--- src/rtl/paralelo_serial.sv ---
// paralelo_serial: byte-to-serial transmitter for one PHY lane.
// One bit leaves per clock and one symbol every 8 clocks, MSB first.
// After reset the lane sends SYNC_COUNT COM symbols for alignment.
// It then stays ACTIVE, sending user bytes when offered and IDLE otherwise.
module paralelo_serial #(
    parameter logic [7:0] COM_SYMBOL  = 8'hBC,
    parameter logic [7:0] IDLE_SYMBOL = 8'h7C,
    parameter int         SYNC_COUNT  = 4,
    parameter int         CNT_WIDTH   = 16
) (
    input  logic                 clk_32f,
    input  logic                 reset,
    input  logic                 valid_in,
    input  logic [7:0]           data_in,
    output logic                 ready,
    output logic                 data_out,
    output logic                 active,
    output logic [CNT_WIDTH-1:0] data_byte_cnt
);

    // sync_cnt only has to reach SYNC_COUNT-1, so size it for that value.
    localparam int SW = (SYNC_COUNT < 2) ? 1 : $clog2(SYNC_COUNT);
    localparam logic [SW-1:0] SYNC_LAST = SW'(SYNC_COUNT - 1);

    typedef enum logic {S_SYNC, S_ACTIVE} state_t;

    state_t               r_state;
    state_t               w_state_next;
    logic [2:0]           r_bit_cnt;
    logic [7:0]           r_shift;
    logic [SW-1:0]        r_sync_cnt;
    logic                 r_data_out;
    logic                 r_active;
    logic [CNT_WIDTH-1:0] r_byte_cnt;

    logic                 w_load;
    logic                 w_ready;
    logic                 w_user_load;
    logic [7:0]           w_sym;

    // A new symbol is loaded whenever the bit counter is back at zero.
    assign w_load = (r_bit_cnt == 3'd0);

    // State register: reset always restarts the full SYNC sequence.
    always_ff @(posedge clk_32f) begin
        if (!reset) begin
            r_state <= S_SYNC;
        end else begin
            r_state <= w_state_next;
        end
    end

    // Next state: leave SYNC on the load of the last COM symbol; ACTIVE is sticky.
    always_comb begin
        w_state_next = r_state;
        if (r_state == S_SYNC && w_load && r_sync_cnt == SYNC_LAST) begin
            w_state_next = S_ACTIVE;
        end
    end

    // Outputs of the FSM: which symbol to load and whether the user is served.
    always_comb begin
        w_ready     = 1'b0;
        w_user_load = 1'b0;
        w_sym       = COM_SYMBOL;
        case (r_state)
            S_SYNC: begin
                w_sym = COM_SYMBOL;
            end
            S_ACTIVE: begin
                w_ready     = reset & w_load;
                w_user_load = valid_in & w_load;
                w_sym       = valid_in ? data_in : IDLE_SYMBOL;
            end
            default: begin
                w_sym = COM_SYMBOL;
            end
        endcase
    end

    // Serializer, bit/sync counters, active flag and user byte counter.
    always_ff @(posedge clk_32f) begin
        if (!reset) begin
            r_bit_cnt  <= 3'd0;
            r_shift    <= 8'd0;
            r_sync_cnt <= '0;
            r_data_out <= 1'b0;
            r_active   <= 1'b0;
            r_byte_cnt <= '0;
        end else begin
            r_bit_cnt <= r_bit_cnt + 3'd1;
            r_active  <= (w_state_next == S_ACTIVE);
            if (w_load) begin
                // MSB goes out on the load edge itself; the rest follow from the shifter.
                r_shift    <= w_sym;
                r_data_out <= w_sym[7];
                if (r_state == S_SYNC) begin
                    r_sync_cnt <= r_sync_cnt + 1'b1;
                end
            end else begin
                r_shift    <= {r_shift[6:0], 1'b0};
                r_data_out <= r_shift[6];
            end
            if (w_user_load) begin
                r_byte_cnt <= r_byte_cnt + 1'b1;
            end
        end
    end

    assign ready         = w_ready;
    assign data_out      = r_data_out;
    assign active        = r_active;
    assign data_byte_cnt = r_byte_cnt;

endmodule

--- config.mk ---
export PLATFORM = sky130hd
export DESIGN_NAME = paralelo_serial
export DESIGN_NICKNAME = d
export VERILOG_FILES = /design/src/rtl/paralelo_serial.sv
export SDC_FILE = /design/constraint.sdc
export NUM_CORES = 1
export LEC_CHECK = 0
export ABC_CLOCK_PERIOD_IN_PS = 5400
export CAP_MARGIN = 25
export CORE_MARGIN = 4
export CORE_UTILIZATION = 52
export DETAILED_ROUTE_END_ITERATION = 10
export MAX_ROUTING_LAYER = met4
export PLACE_DENSITY = 0.83
export SETUP_SLACK_MARGIN = 0.3
export SLEW_MARGIN = 25
export SYNTH_ARGS = -nofsm -noshare
export SYNTH_HDL_FRONTEND = slang
export SYNTH_SLANG_ARGS = --single-unit
--- constraint.sdc ---
create_clock -name clk_32f -period 5.4 [get_ports clk_32f]
set_input_delay 0.54 -clock clk_32f [delete_from_list [all_inputs] [get_ports clk_32f]]
set_output_delay 0.54 -clock clk_32f [all_outputs]
set_load 0.02 [all_outputs]
# After elaboration in Yosys (flattened, before gate mapping)
# Cells that the tools add are included.
word_totals:
  ff_bits: 30
  output_inout_bits: 19
op_classes:
  add_sub_neg: 3
  eq_ne: 1
  mux: 6
  bitwise_logic: 3
  n_reduce_logical: 5
op_table:
  columns: ["op", "count"]
  rows:
  - ["adder 16 x 1 -> 16 bit, second input constant", 1]
  - ["one-hot mux 8 bit (2 select lines)", 1]
  - ["2-to-1 mux 8 bit", 1]
  - ["2-to-1 mux 7 bit", 1]
  - ["AND reduction 2 bit", 2]
  - ["adder 3 x 1 -> 3 bit, second input constant", 1]
  - ["zero test 3 bit", 1]
  - ["2-to-1 mux 1 bit", 3]
  - ["adder 2 x 1 -> 2 bit, second input constant", 1]
  - ["AND 1 bit", 2]
  - ["equality test 2 bit, second input constant", 1]
  - ["logical AND 1 bit", 2]
  - ["NOT 1 bit", 1]

# Depth between registers and ports, before layout
depth:
  depth_word: 3
  ltp_mapped: 7
  mapped_depth_nobuf: 6

# Least setup slack after synthesis
# Ideal clock, no wire load.
synth_timing:
  kind: "reg-to-reg"
  from: "register r_byte_cnt[0] (netlist: data_byte_cnt[0])"
  to: "register r_byte_cnt[10] (netlist: data_byte_cnt[10])"
  setup_time_ps: 70
  arrival_time_ps: 1736
  required_ps: 5330
  setup_slack_ps: 3594
  stages_incl_launch_ff: 7
  cell_sequence: "dfxtp_1 ha_1 nand3_1 or2_1 clkbuf_2 or4_1 a21boi_1"
synth_via:
  elab_chain_cells: 1
synth_rtl:
  columns: ["item", "line_no", "rtl"]
  rows:
  - ["from (decl)", "34", "logic [CNT_WIDTH-1:0] r_byte_cnt;"]
  - ["from (signal assigned)", "105", "r_byte_cnt <= r_byte_cnt + 1'b1;"]
  - ["adder 16 x 1 -> 16 bit", "105", null]
# No other way between the ends.
# A chain may end at the register's enable or synchronous reset.

# Worst setup path in the final report
layout_timing:
  from: "register r_bit_cnt[0]"
  to: "output ready"
layout_via:
  elab_chain_cells: 3
layout_rtl:
  columns: ["item", "line_no", "rtl"]
  rows:
  - ["from (decl)", "29", "logic [2:0] r_bit_cnt;"]
  - ["from (signal assigned)", "91", "r_bit_cnt <= r_bit_cnt + 3'd1;"]
  - ["zero test 3 bit", "42", "assign w_load = (r_bit_cnt == 3'd0);"]
  - ["AND 1 bit", "71", "w_ready = reset & w_load;"]
  - ["2-to-1 mux 1 bit", "66", "case (r_state)"]
  - ["to (decl)", "15", "output logic ready,"]
# No other way between the ends.

==> impl_metrics.csv <==
group,metric,value,unit
synth,netlist_instances,135,
critical_path,arrival,2.23,ns
drt,drtAntennaViolNets,0,
synth,ys_types,34,
critical_path,crit_path_end_kind,"output pin",
drt,routedWlPerCell,12.7,um
power,p_total,0.000413,W
die,core_area,2300,um2
critical_path,critPathMaxFanout,8,
drt,dr.pass1.iters,4,
outcome,status,"completed",
sta,worst_slew_pin_slew,0.594,ns
cells_and_area,n_antenna_cell,0,
sta,fin_tns_setup,0,ns
place,gp_congestion,0.808,
die,die_area,3360,um2
drt,drcViolationCount,0,
clock_network,hold_buffers,0,
place,place_ws,2.77,ns
synth,yosysWarnings,0,
place,hpwl,1740,um
clock_network,cts_tree,"yes",
grt,antenna_found_initial,0,
cells_and_area,final_util,72.6,%
synth,synth_top_cells_by_area,"dfxtp_1 (46%), and2_1 (6.3%), xnor2_1 (4.0%), xor2_1 (4.0%), ha_1 (3.9%)",
sta,fmax,361,MHz
synth,synth_top_area_share,46.2,%
grt,grt-ovfl-total,0,
hold_path,hold_class,"reg2reg",
cells_and_area,fillers,171,
clock_network,cts_sinks,30,
sta,rsz0062_at_grt,"false",
power,p_leak,0.667,nW
critical_path,cp-start-kind,"flip-flop",
clock_network,htreeDepth,2,
clock_network,path_clk_slew,0.09,ns
sta,final-setup-viol-count,0,
clock_network,cts_buffer_depth,2,
critical_path,r2r_slack,3.32,ns
cells_and_area,final_common_cell,"dfxtp_1",
sta,fin_crit,2.77,ns
synth,synth_area_leader_cell,"dfxtp_1",
sta,fin_crit_sh,51.2,%
clock_network,post_cts_resized,0,
cells_and_area,final_cell_mix,"dfxtp_1 (30), clkdlybuf4s50_1 (29), and2_1 (13), nand2_1 (10)",
critical_path,setup.worst_path.class,"reg2out",
cells_and_area,drive_above_1_share,8.38,%
synth,avgSynthCellArea,9.62,um2
clock_network,clkLatencyLatePin,0.32,ns
grt,grt_pass1_vias,1029,
die,start_util,56.5,%
sta,finalMaxSlewViolations,0,
critical_path,worstReg2RegEnd,"data_byte_cnt[10]$_SDFFE_PN0P_",
grt,grt_start_max_net_pins,36,
clock_network,cts_buffers,5,
critical_path,rr_worst_depth,6,
hold_path,whs_path_depth,1,
sta,final.setup_skew,0.00677,ns
synth,ys_seq_elements,30,
grt,grtUsageTotal,16.9,%
sta,worst_slack,2.63,ns
clock_network,post_cts_buffers,0,
drt,dr_total_vias,1038,
die,die_h,58.0,um
run,max_cap_viol_count,0,
clock_network,cts_root_buf,"clkbuf_4",
die,die-width,58.0,um
cells_and_area,area_delta_synth_final,28.4,%
critical_path,crit_required,4.86,ns
hold_path,whs_endpoint,"r_bit_cnt[0]$_SDFF_PN0_",
die,std_cell_rows,17,
die,ioPinCount,30,
place,port_buffers,29,
cells_and_area,nets,181,
critical_path,crit-reg2reg-launch,"r_bit_cnt[0]$_SDFF_PN0_",
hold_path,min_from,"r_bit_cnt[0]$_SDFF_PN0_",
sta,slew_headroom,60.0,%
synth,syn_area,1300,um2
power,ir_worst_vdd,264,uV
power,power_density,248,nW/um2
sta,finalHoldViolCount,0,
drt,postRouteWirelength,2480,um
synth,synthesis.nets,150,
drt,vias_per_cell,5.32,
grt,grt_pass1_wl,4310,um
drt,drtIter0Drc,15,
synth,yosysSeqAreaShare,46.2,%
-- worst max path at each step --
stage	startpoint	to	slack (ns)	cells past startpoint
finish	r_bit_cnt[0]$_SDFF_PN0_	ready	2.63	5
global route	r_bit_cnt[0]$_SDFF_PN0_	ready	2.49	5
CTS	r_bit_cnt[0]$_SDFF_PN0_	ready	2.61	5
detailed placement	reset	ready	2.77	4
global placement	reset	ready	2.80	4
floorplan	data_byte_cnt[0]$_SDFFE_PN0P_	data_byte_cnt[10]$_SDFFE_PN0P_	3.59	6
-- critical path: stages (launching register included) --
cell             delay (ns)
dfxtp_1                0.34
inv_1                  0.06
ha_1                   0.22
nor2b_1                0.46
and3_1                 0.23
clkdlybuf4s50_1        0.61
-- per-layer routing --
layer | global-route usage [%] | wire length (um)
met2 | 26.9 | 1180
met1 | 19.6 | 1140
met3 | 6.46 | 148
met5 | - | 0
met4 | 4.97 | 12
-- cell usage after synthesis, drive strengths merged --
library cell	count
dfxtp	30
a21oi	3
nand4	3
clkbuf	5
or2	2
o311ai	1
o21ai	2
mux2i	3
a22oi	1
xnor2	6
nand3	6
nor4	2
and3	3
nand2	10
xor2	6
o221a	4
o41ai	1
a21boi	4
nand4b	1
buf	1
nor3	4
o31ai	1
nor3b	1
or4	1
nor2	1
nand2b	6
and4b	1
ha	4
nor2b	4
inv	5
and2	13
-- per-stage QoR --
stage / instances / instance area, um2 / hold WS [ns]
global placement: 187 / 1610 / 0.434
detailed placement: 187 / 1610 / 0.448
finish: 195 / 1670 / 0.455
global route: 195 / 1670 / 0.477
floorplan: 135 / 1300 / 0.420
CTS: 195 / 1670 / 0.460
-- kinds of logic after synthesis --
family	count (synthesis)	synth area share, %
AOI/OAI and AO/OA	17	10.2
buffers and inverters	11	3.27
adders and majority gates	4	3.85
xor gates and xnor gates	12	8.09
muxes	3	2.31
DFF	30	46.2
and+or+nand+nor	58	26.0
-- report_power, final --
part | switching [W] | internal (W)
Combinational | 0.0000187 | 0.0000217
Sequential | 0.00000518 | 0.000231
Clock | 0.0000734 | 0.0000630
Total | 0.0000973 | 0.000316
-- registers in the layout (all words and copies together) (netlist names) --
name	flops
data_out	1
r_shift	7
data_byte_cnt	16
r_bit_cnt	3
r_sync_cnt	2
active	1
-- cell type report --
cell class / instances / area, um2 / share of cell area, %
well taps: 28 / 35.0 / 2.10
multi-input cells: 94 / 656 / 39.3
inverters: 5 / 18.8 / 1.13
clock inverters: 1 / 5.00 / 0.300
flip-flops and latches: 30 / 601 / 36.0
repair buffers: 30 / 298 / 17.9
clock buffers: 7 / 55.1 / 3.30
(Power assumes the default switching activity.)
